**src/rtl/axis_fifo_rr_arbiter_pkg.sv**
```systemverilog
// Shared types and defaults for the packet-aware round-robin
// stream arbiter feeding the 128-bit stream FIFO.
package axis_fifo_rr_arbiter_pkg;

  typedef enum logic {
    ST_IDLE = 1'b0,
    ST_XFER = 1'b1
  } arb_state_e;

  localparam int unsigned ARB_DATA_W = 128;

  function automatic int unsigned idx_w(input int unsigned n);
    return (n > 1) ? $clog2(n) : 1;
  endfunction

endpackage

```
**src/rtl/axis_fifo_rr_arbiter_rr_priority_pick.sv**
```systemverilog
// Rotating-priority encoder: first set request after ptr_i,
// searching ptr_i+1, ptr_i+2, ... modulo N.
module rr_priority_pick
  import axis_fifo_rr_arbiter_pkg::*;
#(
  parameter int unsigned N  = 4,
  parameter int unsigned IW = idx_w(N)
) (
  input  logic [N-1:0]  req_i,
  input  logic [IW-1:0] ptr_i,
  output logic [IW-1:0] gnt_idx_o,
  output logic          gnt_any_o
);

  logic [IW-1:0] cand [N];

  for (genvar i = 0; i < N; i++) begin : g_cand
    logic [IW:0] sum;
    assign sum = {1'b0, ptr_i} + (IW+1)'(i + 1);
    assign cand[i] = (sum >= (IW+1)'(N)) ?
                     IW'(sum - (IW+1)'(N)) : IW'(sum);
  end

  // Walk from the farthest candidate so the nearest one wins.
  always_comb begin
    gnt_idx_o = '0;
    gnt_any_o = 1'b0;
    for (int i = N - 1; i >= 0; i--) begin
      if (req_i[cand[i]]) begin
        gnt_any_o = 1'b1;
        gnt_idx_o = cand[i];
      end
    end
  end

endmodule

```
**src/rtl/axis_fifo_rr_arbiter.sv**
```systemverilog
// Packet-aware round-robin arbiter steering N_REQ AXI4-Stream
// sources onto a single stream FIFO write port.
module axis_fifo_rr_arbiter
  import axis_fifo_rr_arbiter_pkg::*;
#(
  parameter int unsigned N_REQ     = 4,
  parameter int unsigned DATA_W    = ARB_DATA_W,
  parameter int unsigned MAX_BEATS = 16,
  localparam int unsigned IDX_W    = idx_w(N_REQ)
) (
  input  logic                    clk_i,
  input  logic                    rst_ni,
  input  logic [N_REQ-1:0]        s_tvalid_i,
  input  logic [N_REQ-1:0]        s_tlast_i,
  input  logic [N_REQ*DATA_W-1:0] s_tdata_i,
  output logic [N_REQ-1:0]        s_tready_o,
  input  logic                    fifo_full_i,
  output logic                    fifo_wr_en_o,
  output logic [DATA_W-1:0]       fifo_wr_data_o,
  output logic                    grant_vld_o,
  output logic [IDX_W-1:0]        grant_idx_o,
  output logic                    pkt_done_o
);

  localparam int unsigned CNT_W = $clog2(MAX_BEATS) + 1;
  localparam logic [CNT_W-1:0] CNT_LAST = CNT_W'(MAX_BEATS - 1);
  localparam logic [IDX_W-1:0] PTR_RST  = IDX_W'(N_REQ - 1);

  arb_state_e       state_q, state_d;
  logic [IDX_W-1:0] gnt_q, gnt_d;
  logic [IDX_W-1:0] ptr_q, ptr_d;
  logic [CNT_W-1:0] cnt_q, cnt_d;
  logic             done_q, done_d;
  logic [IDX_W-1:0] pick_idx;
  logic             pick_any;
  logic             xfer, beat;
  logic             rel_last, rel_cap;

  rr_priority_pick #(
    .N  (N_REQ),
    .IW (IDX_W)
  ) u_pick (
    .req_i     (s_tvalid_i),
    .ptr_i     (ptr_q),
    .gnt_idx_o (pick_idx),
    .gnt_any_o (pick_any)
  );

  // rst_ni gates the handshake so a reset pulse drops it at once.
  assign xfer     = rst_ni && (state_q == ST_XFER);
  assign beat     = xfer && !fifo_full_i && s_tvalid_i[gnt_q];
  assign rel_last = beat && s_tlast_i[gnt_q];
  assign rel_cap  = beat && (cnt_q == CNT_LAST);

  always_comb begin
    s_tready_o = '0;
    if (xfer && !fifo_full_i) begin
      s_tready_o[gnt_q] = 1'b1;
    end
  end

  always_comb begin
    fifo_wr_data_o = '0;
    for (int k = 0; k < N_REQ; k++) begin
      if (gnt_q == IDX_W'(k)) begin
        fifo_wr_data_o = s_tdata_i[k*DATA_W +: DATA_W];
      end
    end
  end

  assign fifo_wr_en_o = beat;
  assign grant_vld_o  = (state_q == ST_XFER);
  assign grant_idx_o  = gnt_q;
  assign pkt_done_o   = done_q;

  always_comb begin
    state_d = state_q;
    gnt_d   = gnt_q;
    ptr_d   = ptr_q;
    cnt_d   = cnt_q;
    done_d  = 1'b0;
    unique case (state_q)
      ST_IDLE: begin
        if (pick_any) begin
          state_d = ST_XFER;
          gnt_d   = pick_idx;
          cnt_d   = '0;
        end
      end
      ST_XFER: begin
        if (rel_last || rel_cap) begin
          state_d = ST_IDLE;
          ptr_d   = gnt_q;
          cnt_d   = '0;
          done_d  = rel_last;
        end else if (beat) begin
          cnt_d = cnt_q + 1'b1;
        end
      end
    endcase
  end

  always_ff @(posedge clk_i or negedge rst_ni) begin
    if (!rst_ni) begin
      state_q <= ST_IDLE;
      gnt_q   <= '0;
      ptr_q   <= PTR_RST;
      cnt_q   <= '0;
      done_q  <= 1'b0;
    end else begin
      state_q <= state_d;
      gnt_q   <= gnt_d;
      ptr_q   <= ptr_d;
      cnt_q   <= cnt_d;
      done_q  <= done_d;
    end
  end

endmodule

```
**config.mk**
```make
export PLATFORM = sky130hd
export DESIGN_NAME = axis_fifo_rr_arbiter
export DESIGN_NICKNAME = d
export VERILOG_FILES = /design/src/rtl/axis_fifo_rr_arbiter_pkg.sv /design/src/rtl/axis_fifo_rr_arbiter_rr_priority_pick.sv /design/src/rtl/axis_fifo_rr_arbiter.sv
export SDC_FILE = /design/constraint.sdc
export NUM_CORES = 1
export LEC_CHECK = 0
export BUFFER_PORTS_ARGS = -buffer_cell sky130_fd_sc_hd__buf_2
export CELL_PAD_IN_SITES_DETAIL_PLACEMENT = 2
export CELL_PAD_IN_SITES_GLOBAL_PLACEMENT = 2
export CORE_AREA = 2 2 259 261
export CTS_BUF_LIST = sky130_fd_sc_hd__clkbuf_4 sky130_fd_sc_hd__clkbuf_8
export DETAILED_ROUTE_END_ITERATION = 8
export DIE_AREA = 0 0 261 263
export GPL_TIMING_DRIVEN = 0
export HOLD_SLACK_MARGIN = 0.12
export PLACE_DENSITY = 0.46
export SKIP_CTS_REPAIR_TIMING = 1
export SYNTH_ARGS = -nofsm -noshare
export SYNTH_HDL_FRONTEND = slang
export SYNTH_SLANG_ARGS = --single-unit
```
**constraint.sdc**
```tcl
create_clock -name clk_i -period 4.45 [get_ports clk_i]
set_input_delay 1.335 -clock clk_i [delete_from_list [all_inputs] [get_ports clk_i]]
set_output_delay 1.335 -clock clk_i [all_outputs]
set_load 0.01 [all_outputs]
```
==> impl_metrics.tcl, run 1 <==
set metrics [dict create \
    fillCellCount 7768 \
    grt_usage_pct 11.4 \
    clkLatencyLatePin_ps 240 \
    path_class "reg -> out" \
    ys.warnings.count 0 \
    synth_area_mm2 0.00378 \
    fmax_mhz 245 \
    post-route-util_pct 12.5 \
    syn_area_per_cell_um2 16.7 \
    ant_nets 0 \
    grt_overflow 0 \
    critPathLaunchType "flip-flop" \
    wl_per_cell_um 23.7 \
    firstDrtPassIters 5 \
    h-tree-depth 1 \
    max_slew_margin_pct 44.0 \
    async_reset_ff_share_pct 100 \
    ys_ff_latch 11 \
    crit_arrival_ps 2740 \
    fin_crit_sh_pct 91.6 \
    synth_commonest_cells "128 x mux4_2, 13 x buf_2, 11 x buf_4" \
    core_mm2 0.0656 \
    numCtsBuffers 3 \
    fin_skew_ps 2.67 \
    boundaryPins 660 \
    yosys.area.top_type "mux4_2" \
    instances_no_fill 1765 \
    p_leak_nw 3.89 \
    drc_errors 0 \
    hp-class "reg -> reg" \
    p_seq_share_pct 4.4 \
    synth.area.top_cells "mux4_2 76%, dfrtp_1 6.0%, buf_4 2.2%, buf_2 1.7%, mux2i_1 1.6%" \
    worst_pin_slew_ps 840 \
    dp.cells 1749 \
    rsz0062_at_grt "no" \
    synth_cells 226 \
    dpl_cell_area_mm2 0.00816 \
    row_count 94 \
    yosysUniqueCellTypes 37 \
    p_total_mw 3.86 \
    synth_nets 751 \
    dieWidth_um 261 \
    period_minus_slack_ps 4080 \
    antenna_found_initial 27 \
    fin_nets 1415 \
    timing.hold.ws_ps 484 \
    portBuffers 659 \
    clock-root-buffer "clkbuf_8" \
    grt_max_degree 14 \
    layout-drive-gt1-share_pct 93.1 \
    synth_ff_type "dfrtp_1" \
    dieArea_mm2 0.0686 \
    path_clk_slew_ps 60 \
    fin_ws_ps 374 \
    synth_edf_count 0 \
    switchingPower_mw 1.94 \
    vias 5763 \
    status "complete, no violations" \
    cts_tree "done" \
    via_per_inst 3.27 \
    pwr-share-comb_pct 92.8 \
    pwr-share-clk_pct 2.8 \
    cp-end-kind "output port" \
    finalMaxSlewViolations 0 \
    tns_ps 0 \
    setup_viol 0 \
    start_util_pct 5.76 \
    area_delta_synth_final_pct 118 \
    switching_share_pct 50.2 \
    intPower_mw 1.93 \
    cp.required_ps 3120 \
    synth_seq_area_share_pct 7.35 \
    synth_top_area_share_pct 76.3 \
    drt-total-wl_um 41800 \
    hold_viol_final 0 \
    path_max_fanout 10 \
    globalplace.congestion 0.938 \
    dieHeight_um 263 \
    cts_buffer_depth 2 \
    numClockSinks 11 \
    drtIter0Drc 244 \
    maxCapViolCount 0 \
    hpwl_um 38800 \
    ir_drop_uv 130 \
    yosysMostFrequentCell "mux4_2" \
    stdcell_area_mm2 0.00823 \
    grt_pass1_vias 6485 \
    power_density_mw_per_mm2 469 \
    grt_pass1_wl_um 54200 \
    dp_slack_ps 389 \
]
[cells in the final DEF, fill, tap and decap left out, types with 2 or more instances in the layout]
| master | instances |
|---|---|
| a21o_1 | 2 |
| a21oi_1 | 3 |
| buf_2 | 672 |
| buf_4 | 11 |
| clkbuf_1 | 5 |
| clkbuf_8 | 3 |
| dfrtp_1 | 9 |
| dfstp_2 | 2 |
| diode_2 | 12 |
| ha_1 | 2 |
| inv_1 | 3 |
| mux2_2 | 2 |
| mux2_4 | 2 |
| mux2i_1 | 6 |
| mux4_2 | 128 |
| nand2b_1 | 3 |
| nor2_1 | 8 |
| nor3_1 | 3 |
| nor3b_1 | 2 |
| o21ai_0 | 2 |
[flip-flops by register name (all words and copies together) (netlist names)]
name and count:
grant_vld_o 1, cnt_q 5, pkt_done_o 1, ptr_q 2
grant_idx_o 2
[cells by family (layout without fill, tap and decap cells)]
family / Yosys count / in the layout / synth area share (%)
flip-flops: 11 / 11 / 7.35
adder cells (fa/ha/maj): 2 / 2 / 0.662
AO/OA/AOI/OAI: 16 / 16 / 3.31
AND/OR/NAND/NOR: 25 / 25 / 4.34
other: 0 / 12 / 0
multiplexers: 138 / 138 / 79.3
buffers and inverters: 34 / 697 / 5.03
[power by group through the flow]
stage	registers [mW]	logic, mW	clock network (mW)
floorplan	0.167	2.10	0
global placement	0.172	3.67	0
detailed placement	0.175	3.69	0
CTS	0.174	3.70	0.109
global route	0.179	3.87	0.114
finish	0.172	3.58	0.108
[final timing paths]
path,endpoint,start,slack [ps],depth (start not counted)
setup / recovery,fifo_wr_data_o[95],grant_idx_o[1],370,5
hold / removal,cnt_q[4],cnt_q[4],480,1
setup reg to reg,cnt_q[3],cnt_q[0],2260,7
hold reg to reg,cnt_q[4],cnt_q[4],480,1
max in group asynchronous,ptr_q[0],rst_ni,3150,1
min in group asynchronous,pkt_done_o,rst_ni,990,1
[layout make-up]
cell class	count	area [um2]	share of cell area (%)
diodes	12	30.0	0.365
inverters	4	20.0	0.243
clock buffers	3	41.3	0.501
multi-input cells	181	3310	40.2
flip-flops and latches	11	278	3.37
repair buffers	659	3300	40.1
clock inverters	1	5.00	0.0608
well taps	864	1080	13.1
plain buffers	30	171	2.08
[worst max-delay path, stage by stage, from the launching register on]
cell	delay, ps
dfrtp_1	360
buf_4	250
clkbuf_1	660
buf_2	520
mux4_2	430
buf_2	240
[layer usage]
layer,vias to the layer above,track usage [%],routed length (um)
met3,42,4.08,5210
met5,-,0,55
met1,2903,13.2,15300
li1,2425,-,-
met4,8,2.03,1120
met2,385,20.1,20100
(Power assumes the default switching activity.)
==> run 2: changes to the inputs <==
- ABC_AREA: default -> 1
- CORE_AREA: 2 2 259 261 -> 2 2 258 260
- DIE_AREA: 0 0 261 263 -> 0 0 260 262
- PLACE_DENSITY: 0.46 -> 0.57
==> run 2 against run 1 <==
First-iteration DRC count increased by 16%. Largest cell class unchanged. Via count up 46%. Final cell count up 34%. Sequential share of layout area about the same. Clock power about the same. Global-route usage grew 0.37 points. Count of clock-buffer cells in the layout rose by 1. Worst hold slack improved by 19 ps.
==> impl_metrics.tcl, run 2 <==
set metrics [dict create \
    tns_ps 0 \
    numClockSinks 11 \
    grt_max_degree 13 \
    mostFrequentLayoutCell "buf_2" \
    ys_ff_latch 11 \
    top_register "cnt_q" \
    globalplace.congestion 0.921 \
    maxCapViolCount 0 \
    grt_pass1_wl_um 59900 \
    ys.warnings.count 0 \
    cp.required_ps 3120 \
    synth_commonest_cells "564 x nand2_1, 129 x nand4_1, 51 x buf_2" \
    hold_viol_final 0 \
    dieHeight_um 262 \
    worst_pin_slew_ps 708 \
    yosysUniqueCellTypes 22 \
    start_util_pct 5.83 \
    synth_seq_area_share_pct 7.30 \
    finalMaxSlewViolations 0 \
    synth_top_area_share_pct 55.6 \
    ir_drop_uv 189 \
    synth_edf_count 0 \
    antenna_found_initial 10 \
    grt_pass1_vias 9331 \
    synth_nets 1350 \
    dieWidth_um 260 \
    firstDrtPassIters 4 \
    grt_overflow 0 \
    synth.area.top_cells "nand2_1 56%, nand4_1 21%, buf_2 6.7%, dfrtp_1 5.9%, nand3_1 1.8%" \
    timing.hold.ws_ps 504 \
    syn_area_per_cell_um2 4.61 \
    path_max_fanout 10 \
    numCtsBuffers 3 \
    yosys.area.top_type "nand2_1" \
    wl_per_cell_um 18.5 \
    area_delta_synth_final_pct 117 \
    largest_reg_flops 5 \
    critPathLaunchType "flip-flop" \
    synth_ff_type "dfrtp_1" \
    fin_crit_sh_pct 88.5 \
    hp-class "reg -> reg" \
    period_minus_slack_ps 3940 \
    cp-end-kind "output port" \
    status "complete, no violations" \
    fillCellCount 8251 \
    setup_viol 0 \
    boundaryPins 660 \
    row_count 94 \
    crit_arrival_ps 2600 \
    fin_skew_ps 5.04 \
    final_cell_mix "710 x buf_2, 564 x nand2_1, 129 x nand4_1" \
    h-tree-depth 1 \
    fin_nets 2014 \
    yosysMostFrequentCell "nand2_1" \
    async_reset_ff_share_pct 100 \
    layout-drive-gt1-share_pct 48.6 \
    cts_buffer_depth 2 \
    dieArea_mm2 0.0681 \
    rsz0062_at_grt "no" \
    ant_nets 0 \
    power_density_mw_per_mm2 545 \
    path_clk_slew_ps 60 \
    vias 8441 \
    synth_cells 825 \
    synth_area_mm2 0.00381 \
    clock-root-buffer "clkbuf_8" \
    p_leak_nw 4.51 \
    core_mm2 0.0653 \
    cts_tree "done" \
    drc_errors 0 \
    via_per_inst 3.58 \
    portBuffers 659 \
    grt_usage_pct 11.7 \
    hpwl_um 39100 \
    clkLatencyLatePin_ps 240 \
    drtIter0Drc 282 \
    max_slew_margin_pct 52.8 \
    path_class "reg -> out" \
    drt-total-wl_um 43500 \
    fmax_mhz 254 \
]
-- run 2: cell count changes in the layout (fill, tap and decap cells not counted), sizes merged, moves of 4 or more --
| cell | before | now |
|---|---|---|
| buf | 683 | 710 |
| diode | 12 | 6 |
| inv | 3 | 21 |
| mux2 | 4 | 0 |
| mux2i | 6 | 0 |
| mux4 | 128 | 0 |
| nand2 | 1 | 565 |
| nand3 | 1 | 14 |
| nand4 | 0 | 129 |
-- run 2: per-layer routing --
metal  GRT usage (%)  vias to the layer above  share of wire (%)
met1            12.3                     3917                 36
li1                -                     4028                  -
met2            23.4                      450                 54
met5               0                        -              0.053
met3            2.40                       42                7.2
met4            3.22                        4                2.7
-- run 2: final timing paths --
path | start | to | slack [ps] | cells past startpoint
setup / recovery | grant_idx_o[0] | fifo_wr_data_o[26] | 510 | 8
hold / removal | cnt_q[4] | cnt_q[4] | 500 | 2
setup reg to reg | grant_idx_o[0] | cnt_q[2] | 2700 | 8
hold reg to reg | cnt_q[4] | cnt_q[4] | 500 | 2
max in group asynchronous | rst_ni | ptr_q[1] | 3190 | 1
min in group asynchronous | rst_ni | cnt_q[1] | 970 | 1
-- run 2: final cells by class --
class / instances / area, um2 / share of cell area, %
Tap cell: 864 / 1080 / 13.1
Inverter: 21 / 78.8 / 0.956
Clock buffer: 4 / 48.8 / 0.592
Sequential cell: 11 / 278 / 3.37
Multi-Input combinational cell: 736 / 3170 / 38.4
Antenna cell: 6 / 15.0 / 0.182
Timing Repair Buffer: 659 / 3300 / 40.0
Buffer: 57 / 278 / 3.37
-- run 2: power breakdown --
group	internal (mW)	switching, mW	leakage (nW)	total (mW)
clock	0.0691	0.0389	0.0262	0.108
sequential	0.142	0.0448	0.135	0.187
combinational	1.42	2.77	4.35	4.20
-- run 2: cell families after synthesis --
| kind of cell | count (synthesis) | synth area share [%] |
|---|---|---|
| AOI/OAI and AO/OA | 10 | 1.51 |
| xor gates and xnor gates | 2 | 0.460 |
| adders and majority gates | 2 | 0.657 |
| buffers and inverters | 78 | 9.37 |
| DFF | 11 | 7.30 |
| and+or+nand+nor | 722 | 80.7 |
-- run 2: metrics by stage --
| step | std cells | util, % | power (mW) | instance area [um2] | worst slack [ps] |
|---|---|---|---|---|---|
| after floorplan | 825 | - | 2.34 | 3810 | 1330 |
| after global placement | 2348 | 12.5 | 4.45 | 8190 | 689 |
| after detailed placement | 2348 | 12.5 | 4.53 | 8190 | 673 |
| after CTS | 2352 | 12.6 | 4.65 | 8230 | 405 |
| after global routing | 2355 | 12.6 | 5.00 | 8240 | 315 |
| final | 2358 | 12.6 | 4.49 | 8250 | 510 |
-- run 2: worst max-delay path, cell delays in order, from the launching register on --
cell and delay, ps:
dfrtp_1 450, inv_2 90, nand2_1 110, inv_2 100, buf_2 490, clkbuf_1 610, nand2_1 110, nand4_1 210
buf_2 180
==> run 3: changes to the inputs <==
- CTS_BUF_LIST: sky130_fd_sc_hd__clkbuf_4 sky130_fd_sc_hd__clkbuf_8 -> sky130_fd_sc_hd__clkbuf_8
==> run 3 against run 2 <==
Wire length about the same. Global-route usage is the same. First-iteration DRC count grew 9.6%. Maximum frequency up 0.94%. Via count about the same. Total power down 0.21%. Register-to-register slack hardly changed. Sequential share of layout area barely moved. Critical path depth stayed put. Clock power shrank 7%. Critical path type unchanged. Critical endpoint unchanged.
==> impl_metrics.tcl, run 3 (synthesis results as in run 2) <==
set metrics [dict create \
    row_count 94 \
    slowest_delay_ps 580 \
    p_leak_nw 4.51 \
    ant_nets 0 \
    grt_max_degree 13 \
    stdcell_area_mm2 0.00825 \
    cp-end-kind "output port" \
    drt-total-wl_um 43500 \
    cts_buffer_depth 2 \
    clock-root-buffer "clkbuf_8" \
    final_cell_mix "710 x buf_2, 564 x nand2_1, 129 x nand4_1" \
    globalplace.congestion 0.921 \
    cts_tree "done" \
    maxCapViolCount 0 \
    grt_pass1_wl_um 59900 \
    critPathLaunchType "flip-flop" \
    hold_viol_final 0 \
    fin_ws_ps 547 \
    setup_viol 0 \
    period_minus_slack_ps 3900 \
    max_slew_margin_pct 55.2 \
    path_clk_slew_ps 60 \
    mostFrequentLayoutCell "buf_2" \
    numCtsBuffers 3 \
    grt_pass1_vias 9331 \
    cp.required_ps 3120 \
    vias 8440 \
    dieWidth_um 260 \
    antenna_found_initial 10 \
    start_util_pct 5.83 \
    via_per_inst 3.58 \
    area_delta_synth_final_pct 117 \
    dieHeight_um 262 \
    tns_ps 0 \
    fin_skew_ps 5.56 \
    drc_errors 0 \
    firstDrtPassIters 5 \
    portBuffers 659 \
    path_class "reg -> out" \
    hp-class "reg -> reg" \
    grt_overflow 0 \
    top_register "cnt_q" \
    power_density_mw_per_mm2 544 \
    crit_arrival_ps 2570 \
    finalMaxSlewViolations 0 \
    wl_per_cell_um 18.4 \
    worst_pin_slew_ps 672 \
    slowest_stage "clkbuf_1" \
    fin_nets 2014 \
    dieArea_mm2 0.0681 \
    numClockSinks 11 \
    fin_crit_sh_pct 87.7 \
    hpwl_um 39100 \
    fmax_mhz 256 \
    dp_slack_ps 673 \
    clkLatencyLatePin_ps 240 \
    drtIter0Drc 309 \
    cp_cell_sequence "inv_2 -> nand2_1 -> inv_2 -> buf_2 -> clkbuf_1 -> nand2_1 -> nand4_1 -> buf_2" \
    largest_reg_flops 5 \
    dpl_cell_area_mm2 0.00819 \
    rsz0062_at_grt "no" \
    ir_drop_uv 188 \
    core_mm2 0.0653 \
    status "complete, no violations" \
    h-tree-depth 1 \
    grt_usage_pct 11.7 \
    layout-drive-gt1-share_pct 48.5 \
    boundaryPins 660 \
    path_max_fanout 10 \
]
-- run 3: changes by cell type in the layout (fill, tap and decap cells not counted) --
cell | previous run | this run
clkbuf_4 | 1 | 0
inv_1 | 16 | 17
-- run 3: metal layers --
metal	up-vias	GRT usage [%]	share of wire [%]
li1	4026	-	-
met1	3916	12.3	36
met2	452	23.4	54
met3	42	2.40	7.3
met4	4	3.22	2.7
met5	-	0	0.053
-- run 3: through the flow --
step	util [%]	instances	power (mW)	hold slack (ps)
6_report	12.6	2358	4.48	501
5_1_grt	12.6	2355	4.99	549
4_1_cts	12.6	2352	4.64	514
3_5_place_dp	12.5	2348	4.53	501
3_3_place_gp	12.5	2348	4.45	470
2_1_floorplan	-	825	2.34	449
-- run 3: report_power, final --
part	total, mW	internal, mW	switching [mW]	leakage, nW
Combinational	4.20	1.42	2.77	4.35
Clock	0.0999	0.0607	0.0393	0.0269
Sequential	0.186	0.142	0.0446	0.135
Total	4.48	1.63	2.86	4.51
-- run 3: area by class of cell --
| type | count | area (um2) |
|---|---|---|
| fill | 8251 | 57000 |
| timing repair buffer | 659 | 3300 |
| multi-input combinational | 736 | 3170 |
| tap | 864 | 1080 |
| sequential | 11 | 278 |
| buffer | 57 | 278 |
| inverter | 21 | 78.8 |
| clock buffer | 3 | 41.3 |
| antenna | 6 | 15.0 |
| clock inverter | 1 | 3.75 |
-- run 3: final timing paths --
check / slack [ps] / cells past startpoint / start / to
worst min-delay path: 500 / 2 / cnt_q[4] / cnt_q[4]
max in group asynchronous: 3190 / 1 / rst_ni / ptr_q[1]
min in group asynchronous: 970 / 1 / rst_ni / cnt_q[1]
worst max register to register: 2710 / 8 / grant_idx_o[0] / cnt_q[2]
worst max-delay path: 550 / 8 / grant_idx_o[0] / fifo_wr_data_o[26]
worst min register to register: 500 / 2 / cnt_q[4] / cnt_q[4]
-- run 3: critical path, delay by kind of cell, from the launching register on --
family,cells,cell delay (ps)
buffers and inverters,5,1430
flip-flops,1,450
AND/OR/NAND/NOR,3,430
